==> src/rtl/periph_fifo_target.sv <==
// Memory-mapped FIFO target on a core peripheral port (req/gnt request, r_valid response).
// Define PERIPH_FIFO_BLOCKING_EN to stall full pushes / empty pops instead of answering with an error.
module periph_fifo_target #(
   parameter int unsigned ADDR_WIDTH = 32,
   parameter int unsigned DATA_WIDTH = 32,
   parameter int unsigned BE_WIDTH   = DATA_WIDTH/8,
   parameter int unsigned DEPTH      = 8
) (
   input  logic                  clk,
   input  logic                  rst_ni,
   input  logic                  req_i,
   input  logic [ADDR_WIDTH-1:0] add_i,
   input  logic                  wen_i,
   input  logic [DATA_WIDTH-1:0] wdata_i,
   input  logic [BE_WIDTH-1:0]   be_i,
   output logic                  gnt_o,
   output logic                  r_valid_o,
   output logic [DATA_WIDTH-1:0] r_rdata_o,
   output logic                  r_opc_o,
   output logic                  not_empty_o,
   output logic                  full_o
);

   localparam int unsigned PW = $clog2(DEPTH);
   localparam int unsigned CW = PW + 1;

   localparam logic [7:0] OFF_DATA   = 8'h00;
   localparam logic [7:0] OFF_STATUS = 8'h01;
   localparam logic [7:0] OFF_CLEAR  = 8'h02;

   logic [DATA_WIDTH-1:0] mem_q [DEPTH];
   logic [PW-1:0]         head_q, head_d;
   logic [PW-1:0]         tail_q, tail_d;
   logic [CW-1:0]         count_q, count_d;

   logic [7:0]            off;
   logic                  is_data, is_status, is_clear;
   logic                  is_empty, is_full;
   logic                  push_bad, pop_bad;
   logic                  accept, push;
   logic [DATA_WIDTH-1:0] status_word;
   logic [DATA_WIDTH-1:0] rdata_d;
   logic                  opc_d;

   // Only the word offset add_i[9:2] is decoded; byte enables are ignored.
   logic unused_in;
   assign unused_in = ^{be_i, add_i[ADDR_WIDTH-1:10], add_i[1:0]};

   // Address decode, occupancy flags and grant
   always_comb begin
      off       = add_i[9:2];
      is_data   = (off == OFF_DATA);
      is_status = (off == OFF_STATUS);
      is_clear  = (off == OFF_CLEAR);
      is_empty  = (count_q == CW'(0));
      is_full   = (count_q == CW'(DEPTH));
      push_bad  = is_data & ~wen_i & is_full;
      pop_bad   = is_data & wen_i & is_empty;
`ifdef PERIPH_FIFO_BLOCKING_EN
      gnt_o     = req_i & ~(push_bad | pop_bad);
`else
      gnt_o     = req_i;
`endif
      accept    = req_i & gnt_o;

      status_word            = '0;
      status_word[CW-1:0]    = count_q;
      status_word[16]        = is_empty;
      status_word[17]        = is_full;
   end

   // Next FIFO state and response payload for the accepted access
   always_comb begin
      head_d  = head_q;
      tail_d  = tail_q;
      count_d = count_q;
      push    = 1'b0;
      rdata_d = '0;
      opc_d   = 1'b0;
      if (accept) begin
         if (is_data) begin
            if (wen_i) begin
               if (pop_bad) begin
                  opc_d = 1'b1;
               end else begin
                  rdata_d = mem_q[head_q];
                  head_d  = head_q + PW'(1);
                  count_d = count_q - CW'(1);
               end
            end else begin
               if (push_bad) begin
                  opc_d = 1'b1;
               end else begin
                  push    = 1'b1;
                  tail_d  = tail_q + PW'(1);
                  count_d = count_q + CW'(1);
               end
            end
         end else if (is_status) begin
            if (wen_i) rdata_d = status_word;
         end else if (is_clear) begin
            if (!wen_i) begin
               head_d  = '0;
               tail_d  = '0;
               count_d = '0;
            end
         end else begin
            opc_d = 1'b1;
         end
      end
   end

   // Storage array carries no reset
   always_ff @(posedge clk) begin
      if (push) mem_q[tail_q] <= wdata_i;
   end

   always_ff @(posedge clk or negedge rst_ni) begin
      if (!rst_ni) begin
         head_q      <= '0;
         tail_q      <= '0;
         count_q     <= '0;
         r_valid_o   <= 1'b0;
         r_rdata_o   <= '0;
         r_opc_o     <= 1'b0;
         not_empty_o <= 1'b0;
         full_o      <= 1'b0;
      end else begin
         head_q      <= head_d;
         tail_q      <= tail_d;
         count_q     <= count_d;
         r_valid_o   <= accept;
         r_rdata_o   <= rdata_d;
         r_opc_o     <= opc_d;
         not_empty_o <= (count_d != CW'(0));
         full_o      <= (count_d == CW'(DEPTH));
      end
   end

endmodule
==> config.mk <==
export PLATFORM = sky130hd
export DESIGN_NAME = periph_fifo_target
export DESIGN_NICKNAME = d
export VERILOG_FILES = /design/src/rtl/periph_fifo_target.sv
export SDC_FILE = /design/constraint.sdc
export NUM_CORES = 1
export LEC_CHECK = 0
export ABC_CLOCK_PERIOD_IN_PS = 5900
export CORE_UTILIZATION = 35
export CTS_CLUSTER_SIZE = 25
export DETAILED_ROUTE_END_ITERATION = 12
export SKIP_LAST_GASP = 1
export SYNTH_ARGS = -nofsm -noshare
export SYNTH_HDL_FRONTEND = slang
export SYNTH_SLANG_ARGS = --single-unit
==> constraint.sdc <==
create_clock -name clk -period 5.9 [get_ports clk]
set_input_delay 1.475 -clock clk [delete_from_list [all_inputs] [get_ports clk]]
set_output_delay 1.475 -clock clk [all_outputs]
set_load 0.02 [all_outputs]
==> impl_metrics.csv <==
group,metric,value,unit
run_status,status,"complete, no violations",
timing,fmax,0.231,GHz
power_and_ir_drop,power_density,309,mW/mm^2
worst_setup_path,start_kind,"input pin",
worst_setup_path,worst-path-max-fanout,10,
timing,rsz0062_at_grt,"no",
worst_setup_path,endpoint_kind,"output port",
synth,synthDistinctLibCells,48,
worst_setup_path,slowest_stage,"clkdlybuf4s50_1",
timing,setup_viol_count_final,0,
synth,synth_edf_count,256,
synth,ys_seq_area_share,76.8,%
power_and_ir_drop,leakage,4.46,nW
cts,cts_buffers,34,
placement,port_buffers,80,
cts,clock_latency,0.51,ns
timing,fin_crit,4.33,ns
timing,min_period_over_period,73.4,%
final_layout,multi_input_area,0.00258,sq mm
cts,cts_sinks,302,
floorplan,die_w,183,um
routing,wirelength,23300,um
timing,finalSetupTns,0,ns
cts,hold_buffers,0,
synth,synth_nets,638,
worst_setup_path,r2r-start,"count_q[0]$_DFF_PN0_",
hold_path,hp-start,"head_q[2]$_DFFE_PN0P_",
grt,antenna_found_initial,2,
grt,grt_pass1_vias,5921,
final_layout,n_fill_cell,2831,
floorplan,design.core.area,0.0325,sq mm
routing,dr.pass1.iters,4,
grt,grt_max_degree,67,
placement,routabilityCongestion,0.818,
cts,cts.path.max_buffers,3,
timing,slew_viol_final,0,
routing,drcViolationCount,0,
synth,synth_most_common_cell,"edfxtp_1",
worst_setup_path,cp_common_cell,"clkdlybuf4s50_1",
floorplan,fp-row-count,66,
cts,post_cts_buffers,0,
synth,yosys-top-cells-count,"edfxtp_1 (256), mux4_2 (64), dfrtp_1 (46)",
floorplan,initial_utilization,35.5,%
cts,cts_htree_levels,2,
routing,vias,5532,
synth,yosys_warnings,0,
worst_setup_path,crit_start,"req_i",
timing,worst_clock_skew,0.0200,ns
cts,cts_resized,0,
final_layout,final_util,42.8,%
worst_setup_path,path_cells,"clkdlybuf4s50_1 -> clkdlybuf4s50_1",
worst_setup_path,critPathMaxStageDelay,0.70,ns
cts,clk_transition_reported_paths,0.06,ns
floorplan,dieArea,0.0336,sq mm
synth,synth.avg_cell_area,20.5,sq um
final_layout,drive_gt1_share,21.4,%
synth,synth_area,0.0115,sq mm
cts,clock-root-buffer,"clkbuf_16",
timing,worstMarginPinSlew,0.989,ns
worst_setup_path,cp_top_family,"buffers and inverters",
synth,synthArstFlopShare,15.2,%
power_and_ir_drop,ir_drop,0.225,mV
grt,grt_overflow_total,0,
routing,drt_iter0_markers,380,
final_layout,regArea,0.00884,sq mm
routing,wl_per_cell,20.6,um
hold_path,hp-class,"reg2reg",
floorplan,ioPinCount,109,
timing,relSlewSlack,34.0,%
worst_setup_path,critPathBufInv,2,
final_layout,num_antenna_cells,0,
worst_setup_path,crit_required,4.43,ns
worst_setup_path,crit_arrival,2.86,ns
final_layout,area_growth,20.7,%
synth,synth-seq-cells,302,
cts,cts_tree,"yes",
floorplan,die_height,183,um
synth,synth_ff_type,"edfxtp_1",
placement,dp_hpwl,12200,um
routing,ant_nets,0,
synth,synth_top_area_cell,"edfxtp_1",
run,maxCapViolCount,0,
worst_setup_path,path_class,"in2out",
grt,gr-usage-all-layers,14.4,%
synth,synth_area_leaders,"edfxtp_1 (67%), mux4_2 (13%), dfrtp_1 (10%)",
routing,viasPerCell,4.90,
grt,grt_pass1_wl,35700,um
final_layout,final_nets,740,
synth,synth_top_area_share,66.8,%
synth,synthCells,561,
timing,hold_viol,0,
cell usage in the layout, fill, tap and decap left out, drive strengths merged, types with 14 or more instances in the layout:
master | Yosys | layout
mux4 | 64 | 64
clkdlybuf4s50 | 0 | 79
clkinv | 0 | 15
nor2 | 41 | 41
clkbuf | 10 | 42
dfrtp | 46 | 46
mux2i | 27 | 27
buf | 17 | 14
nand2 | 18 | 18
edfxtp | 256 | 256
final cells by class:
class / count / area share, %
Timing Repair Buffer: 93 / 6.43
Tap cell: 442 / 3.98
Sequential cell: 302 / 63.6
Multi-Input combinational cell: 225 / 18.6
Clock buffer: 42 / 6.41
Clock inverter: 18 / 0.801
Inverter: 7 / 0.189
state kept, by name, summed over array words and instances (netlist names):
signal       flops
r_valid_o        1
tail_q           3
head_q           3
count_q          4
r_opc_o          1
mem_q          256
r_rdata_o       32
not_empty_o      1
full_o           1
kinds of logic after synthesis:
kind of cell    count (synthesis)  synth area share [%]
flops                         302                  76.8
mux                            97                  15.5
simple gates                   93                  4.25
buf+inv                        34                  1.29
compound gates                 29                  1.61
fa+ha+maj                       5                 0.543
xor+xnor                        1                0.0761
final timing paths:
| check | slack, ns | end | cells past startpoint |
|---|---|---|---|
| worst max-delay path | 1.57 | gnt_o | 2 |
| max in group asynchronous | 4.27 | head_q[0]$_DFFE_PN0P_ | 2 |
| min in group asynchronous | 1.11 | r_rdata_o[2]$_DFF_PN0_ | 2 |
| worst min register to register | 0.51 | head_q[2]$_DFFE_PN0P_ | 2 |
| worst min-delay path | 0.51 | head_q[2]$_DFFE_PN0P_ | 2 |
| worst max register to register | 2.79 | mem_q[0][14]$_DFFE_PP_ | 8 |
stage by stage:
| step | power, mW | instance area [sq um] | cells | setup WS, ns | hold slack (ns) |
|---|---|---|---|---|---|
| after floorplan | 2.39 | 11500 | 561 | 0.770 | 0.501 |
| after global placement | 2.45 | 12900 | 1069 | 1.58 | 0.501 |
| after detailed placement | 2.45 | 12900 | 1069 | 1.53 | 0.500 |
| after CTS | 4.34 | 13900 | 1129 | 1.57 | 0.514 |
| after global routing | 4.43 | 13900 | 1129 | 1.53 | 0.567 |
| final | 4.29 | 13900 | 1129 | 1.57 | 0.514 |
layer usage:
metal | GRT usage [%] | part of all wire, %
met1 | 19.2 | 44
met2 | 24.2 | 50
met3 | 2.74 | 4.4
met4 | 4.07 | 1.8
met5 | 0 | 0.13
where the power goes:
part           leakage, nW  switching, mW  internal [mW]
registers             2.93        0.00383           2.32
logic                 1.04         0.0492         0.0366
clock network        0.487          0.799           1.08
total                 4.46          0.852           3.44
(Power assumes the default switching activity.)
